$ cat config.mk
export PLATFORM = sky130hd
export DESIGN_NAME = ip_result_multi_store
export DESIGN_NICKNAME = d
export VERILOG_FILES = /design/src/rtl/ip_result_multi_store.sv
export SDC_FILE = /design/constraint.sdc
export NUM_CORES = 1
export LEC_CHECK = 0
export ABC_AREA = 0
export CAP_MARGIN = 20
export CORE_MARGIN = 4
export CORE_UTILIZATION = 55
export CTS_CLUSTER_DIAMETER = 80
export DETAILED_ROUTE_END_ITERATION = 10
export GPL_TIMING_DRIVEN = 0
export PLACE_DENSITY_LB_ADDON = 0.05
export SLEW_MARGIN = 30
export SYNTH_ARGS = -nofsm -noshare
export SYNTH_HDL_FRONTEND = slang
export SYNTH_SLANG_ARGS = --single-unit
export TNS_END_PERCENT = 5
$ cat constraint.sdc
create_clock -name clock -period 13.8 [get_ports clock]
set_input_delay 2.07 -clock clock [delete_from_list [all_inputs] [get_ports clock]]
set_output_delay 2.07 -clock clock [all_outputs]
set_load 0.005 [all_outputs]
$ cat src/rtl/ip_result_multi_store.sv
// Result write-back stage: captures a multi-field IP result and stores each
// non-empty field to consecutive byte-packed addresses, with a one-deep
// pending slot so a second result can arrive during an active write-back.
module ip_result_multi_store #(
  parameter int NUM_FIELDS = 4,
  parameter int FIELD_W    = 64,
  parameter int ADDR_W     = 32,
  parameter int SIZE_W     = 7
) (
  input  logic                          clock,
  input  logic                          reset,
  input  logic                          ip_done,
  input  logic [NUM_FIELDS*FIELD_W-1:0] fields_data,
  input  logic [NUM_FIELDS*SIZE_W-1:0]  field_sizes,
  input  logic [ADDR_W-1:0]             base_addr,
  output logic                          ip_ready,
  output logic                          mem_start,
  output logic [ADDR_W-1:0]             mem_addr,
  output logic [FIELD_W-1:0]            mem_data,
  output logic [SIZE_W-1:0]             mem_size,
  input  logic                          mem_done,
  output logic                          done_port,
  output logic                          overflow
);

  localparam int IDX_W = (NUM_FIELDS > 1) ? $clog2(NUM_FIELDS) : 1;
  localparam logic [IDX_W-1:0] LAST_IDX = IDX_W'(NUM_FIELDS - 1);

  typedef enum logic [1:0] {
    S_IDLE,
    S_STORE,
    S_FINISH
  } state_t;

  state_t state, state_nxt;

  // Active record being written back and the pending record behind it.
  logic [NUM_FIELDS*FIELD_W-1:0] act_data, pend_data;
  logic [NUM_FIELDS*SIZE_W-1:0]  act_sizes, pend_sizes;
  logic [ADDR_W-1:0]             act_base, pend_base;
  logic                          pend_valid;

  // Walk position inside the active record.
  logic [IDX_W-1:0]  idx, idx_nxt;
  logic [ADDR_W-1:0] off, off_nxt;

  logic [SIZE_W-1:0]  cur_size;
  logic [FIELD_W-1:0] cur_field;

  logic load_act_in, load_act_pend, load_pend, clr_pend;

  // Keep only the low s bits of a field; sizes above FIELD_W keep everything.
  function automatic logic [FIELD_W-1:0] field_mask(input logic [SIZE_W-1:0] s);
    logic [FIELD_W-1:0] m;
    m = '0;
    for (int b = 0; b < FIELD_W; b++) begin
      if (b < int'(s)) m[b] = 1'b1;
    end
    return m;
  endfunction

  // Bytes occupied by an s-bit field: ceil(s/8).
  function automatic logic [ADDR_W-1:0] bytes_of(input logic [SIZE_W-1:0] s);
    return ADDR_W'((int'(s) + 7) / 8);
  endfunction

  // Select the size and data of the field currently addressed by idx.
  always_comb begin
    cur_size  = '0;
    cur_field = '0;
    for (int i = 0; i < NUM_FIELDS; i++) begin
      if (idx == IDX_W'(i)) begin
        cur_size  = act_sizes[i*SIZE_W +: SIZE_W];
        cur_field = act_data[i*FIELD_W +: FIELD_W];
      end
    end
  end

  // Store request is decoded purely from registered state, so it holds steady while waiting.
  always_comb begin
    mem_start = (state == S_STORE) && (cur_size != '0);
    mem_addr  = mem_start ? (act_base + off) : '0;
    mem_data  = mem_start ? (cur_field & field_mask(cur_size)) : '0;
    mem_size  = mem_start ? cur_size : '0;
    done_port = (state == S_FINISH);
    ip_ready  = !pend_valid;
  end

  // Next-state, walk position and slot-load decisions.
  always_comb begin
    state_nxt     = state;
    idx_nxt       = idx;
    off_nxt       = off;
    load_act_in   = 1'b0;
    load_act_pend = 1'b0;
    load_pend     = 1'b0;
    clr_pend      = 1'b0;
    case (state)
      S_IDLE: begin
        if (ip_done) begin
          load_act_in = 1'b1;
          state_nxt   = S_STORE;
          idx_nxt     = '0;
          off_nxt     = '0;
        end
      end
      S_STORE: begin
        if (ip_done && !pend_valid) load_pend = 1'b1;
        if ((cur_size == '0) || mem_done) begin
          if (cur_size != '0) off_nxt = off + bytes_of(cur_size);
          if (idx == LAST_IDX) begin
            state_nxt = S_FINISH;
          end else begin
            idx_nxt = idx + 1'b1;
          end
        end
      end
      S_FINISH: begin
        // A result already pending, or one arriving right now, starts the next walk.
        if (pend_valid) begin
          load_act_pend = 1'b1;
          clr_pend      = 1'b1;
          state_nxt     = S_STORE;
          idx_nxt       = '0;
          off_nxt       = '0;
        end else if (ip_done) begin
          load_act_in = 1'b1;
          state_nxt   = S_STORE;
          idx_nxt     = '0;
          off_nxt     = '0;
        end else begin
          state_nxt = S_IDLE;
        end
      end
      default: state_nxt = S_IDLE;
    endcase
  end

  // FSM state register.
  always_ff @(posedge clock) begin
    if (!reset) state <= S_IDLE;
    else        state <= state_nxt;
  end

  // Control registers: walk position, pending flag, sticky overflow.
  always_ff @(posedge clock) begin
    if (!reset) begin
      idx        <= '0;
      off        <= '0;
      pend_valid <= 1'b0;
      overflow   <= 1'b0;
    end else begin
      idx <= idx_nxt;
      off <= off_nxt;
      if (load_pend)     pend_valid <= 1'b1;
      else if (clr_pend) pend_valid <= 1'b0;
      if (ip_done && pend_valid) overflow <= 1'b1;
    end
  end

  // Record payload registers; validity is tracked by the control registers.
  always_ff @(posedge clock) begin
    if (load_act_in) begin
      act_data  <= fields_data;
      act_sizes <= field_sizes;
      act_base  <= base_addr;
    end else if (load_act_pend) begin
      act_data  <= pend_data;
      act_sizes <= pend_sizes;
      act_base  <= pend_base;
    end
    if (load_pend) begin
      pend_data  <= fields_data;
      pend_sizes <= field_sizes;
      pend_base  <= base_addr;
    end
  end

endmodule
==> results.yml <==
status:
  status: "finished clean"
power_and_ir_drop:
  leakage_nw: 12.7
  pwr_density_cell_nw_per_um2: 185
  ir_drop_uv: 128
  p_switching_mw: 2.10
  p_int_mw: 4.77
  p_total_mw: 6.87
  p_comb_share_pct: 29.4
  pwr-share-seq_pct: 43.1
  power.share.switching_pct: 30.6
  clkPwrFrac_pct: 27.5
drt:
  first_pass_iters: 8
  drtIter0Drc: 2071
  drc: 0
  routed_via_density: 6.08
  num_vias: 19800
  ant_nets: 0
  avgRoutedWirePerCell_um: 26.2
  drt_wl_total_um: 85400
floorplanning:
  dieArea_um2: 57000
  die_h_um: 239
  ios: 427
  num_rows: 84
  die_width_um: 239
  start_util_pct: 55.6
  coreArea_um2: 52700
placed_design:
  post-place-ws_ps: 7490
  place_area_um2: 34900
  dp_hpwl_um: 62300
  port_buffers: 425
  gp_congestion: 0.944
cts:
  cts_buffers: 71
  clock_path_buffers: 3
  cts-root-buf: "clkbuf_16"
  postCtsSetupBuffers: 0
  clock_latency_ps: 630
  cts_tree: "done"
  cts_resized: 0
  cts_hold_buf: 0
  htreeDepth: 3
  clock_sinks: 670
  clk_pin_slew_ps: 60
global_route:
  grt_max_degree: 47
  grt_overflow: 0
  grt_pass1_vias: 19700
  track_usage_pct: 29.2
  antenna_found_initial: 17
  grt_pass1_wl_um: 124000
timing:
  layout_setup_ws_ps: 6770
  finalHoldViolCount: 0
  tightest_slew_ps: 1040
  setup_viol: 0
  timing.fmax_mhz: 142
  skew_ps: 26.5
  period_needed_ps: 7030
  finalMaxSlewViolations: 0
  post-route-period-util_pct: 50.9
  rsz0062_at_grt: "false"
  slew_headroom_pct: 30.5
logic_synthesis:
  ys_seq_area_share_pct: 67.4
  synth_top_family_by_area: "multiplexers"
  netlist_area_um2: 29300
  synth.avg_cell_area_um2: 14.7
  synth-async-reset-ratio_pct: 0
  synth_fp_nets: 2357
  yosysUniqueCellTypes: 65
  synth_cells: 1991
  synth-main-ff-cell: "edfxtp_1"
  yosys.area_share.simple_pct: 5.16
  synth.largest_area_cell: "edfxtp_1"
  synth_compound_area_share_pct: 10.4
  synth-edff-count: 632
  synthXorXnorAreaFrac_pct: 0.897
  synth_fa_ha_area_share_pct: 2.02
  yosys.area.top_type_share_pct: 64.8
  synth-seq-cells: 670
  yosysWarnings: 0
  synth_area_leaders: "edfxtp_1 65%, mux2_2 12%, dfxtp_1 2.6%"
  muxShareOfSynthArea_pct: 12.4
final_layout:
  drive_gt1_share_pct: 18.4
  post-route-util_pct: 70.6
  nets: 2874
  areaGrowthSynthToFinish_pct: 27.0
  final_cell_mix: "632 x edfxtp_1, 425 x clkdlybuf4s50_1, 316 x mux2_2"
  layout_commonest_cell: "edfxtp_1"
  finish.instance_area_um2: 37200
setup_path:
  end_kind: "primary output"
  r2r_setup_slack_ps: 8910
  r2r_end: "off[30]$_SDFFE_PN0P_"
  reg2reg_depth: 17
  crit_type: "reg -> out"
  critical_path_required_ps: 11730
  r2r_start: "idx[0]$_SDFFE_PN0P_"
  cp_max_fo: 10
  cp-start-kind: "flip-flop"
  arrival_ps: 4960
worst_hold_path:
  min_from: "off[4]$_SDFFE_PN0P_"
  hold_end: "off[4]$_SDFFE_PN0P_"
  hold_path.class: "reg -> reg"
  worstHoldPathCells: 2
job:
  cap_violations: 0
cell usage after synthesis, types with 2 or more instances:
cell type / number
a211o_1: 2
a211oi_1: 60
a21o_1: 23
a21oi_1: 108
a221o_1: 64
a22o_1: 2
a311oi_1: 5
a31o_2: 3
a31oi_1: 14
and2_1: 7
and3_1: 10
and4_1: 2
buf_1: 15
buf_6: 2
clkbuf_1: 89
dfxtp_1: 38
edfxtp_1: 632
fa_1: 2
ha_1: 44
inv_1: 18
mux2_2: 316
mux2i_1: 7
nand2_1: 58
nand2b_1: 5
nand3_1: 24
nand3b_1: 8
nand4_1: 11
nor2_1: 166
nor2b_1: 8
nor3_1: 23
o21a_1: 11
o21ai_0: 120
o21ai_1: 7
o21bai_1: 8
o22ai_1: 3
o31a_1: 4
o31ai_1: 6
o32ai_1: 2
o41ai_1: 3
or2_2: 7
or4_4: 2
xnor2_1: 16
xor2_1: 14
logic make-up after synthesis:
| family | after synthesis |
|---|---|
| DFF | 670 |
| AOI/OAI and AO/OA | 457 |
| and+or+nand+nor | 336 |
| muxes | 323 |
| buffers and inverters | 129 |
| adders and majority gates | 46 |
| xor gates and xnor gates | 30 |
per-layer routing:
| layer | vias up | track usage, % | part of all wire [%] |
|---|---|---|---|
| met5 | - | 0 | 0.063 |
| met4 | 8 | 10.1 | 3.8 |
| met3 | 169 | 7.10 | 8.8 |
| met2 | 969 | 47.5 | 48 |
| met1 | 9851 | 38.9 | 39 |
| li1 | 8850 | - | - |
layout make-up:
type,instances,area (um^2)
flip-flops and latches,670,19700
inverters,20,76.3
clock buffers,86,1910
diodes,13,32.5
well taps,688,861
multi-input cells,1192,9070
plain buffers,109,444
clock inverters,42,389
fillers,3557,15500
repair buffers,444,4670
worst max-delay path: stages (launching register included):
cell	delay (ps)
dfxtp_1	400
ha_1	170
clkbuf_1	380
buf_1	490
clkbuf_1	510
clkbuf_1	700
clkbuf_1	550
nor2_1	180
a21oi_1	390
nor2_1	80
clkdlybuf4s50_1	480
power by group through the flow:
stage | clock network [mW] | logic (mW) | registers [mW]
detailed placement | 0 | 2.00 | 3.00
CTS | 1.92 | 2.02 | 2.96
floorplan | 0 | 1.11 | 3.10
finish | 1.89 | 2.02 | 2.96
global placement | 0 | 1.87 | 3.23
global route | 2.00 | 2.16 | 2.99
metrics by stage:
stage	TNS, ps	instances	hold slack, ps
after floorplan	0	1991	447
after global placement	-1050990	3104	480
after detailed placement	0	3123	488
after CTS	0	3251	497
after global routing	0	3260	512
final	0	3264	498
worst max path at each step:
stage | cells past startpoint | slack, ps | endpoint | start
after floorplan | 5 | 3150 | act_base[0]$_DFFE_PP_ | ip_done
after global routing | 9 | 6520 | mem_data[24] | idx[0]$_SDFFE_PN0P_
after global placement | 6 | -2330 | act_data[83]$_DFFE_PP_ | ip_done
after detailed placement | 9 | 7490 | mem_data[53] | idx[0]$_SDFFE_PN0P_
final | 10 | 6770 | mem_data[0] | idx[0]$_SDFFE_PN0P_
after CTS | 9 | 6830 | mem_data[53] | idx[0]$_SDFFE_PN0P_
state kept, by name, indices dropped and copies added, names as in the netlist:
name	flops
state	2
pend_base	32
pend_valid	1
overflow	1
act_data	256
act_base	32
pend_data	256
act_sizes	28
pend_sizes	28
idx	2
off	32
(Power assumes the default switching activity.)
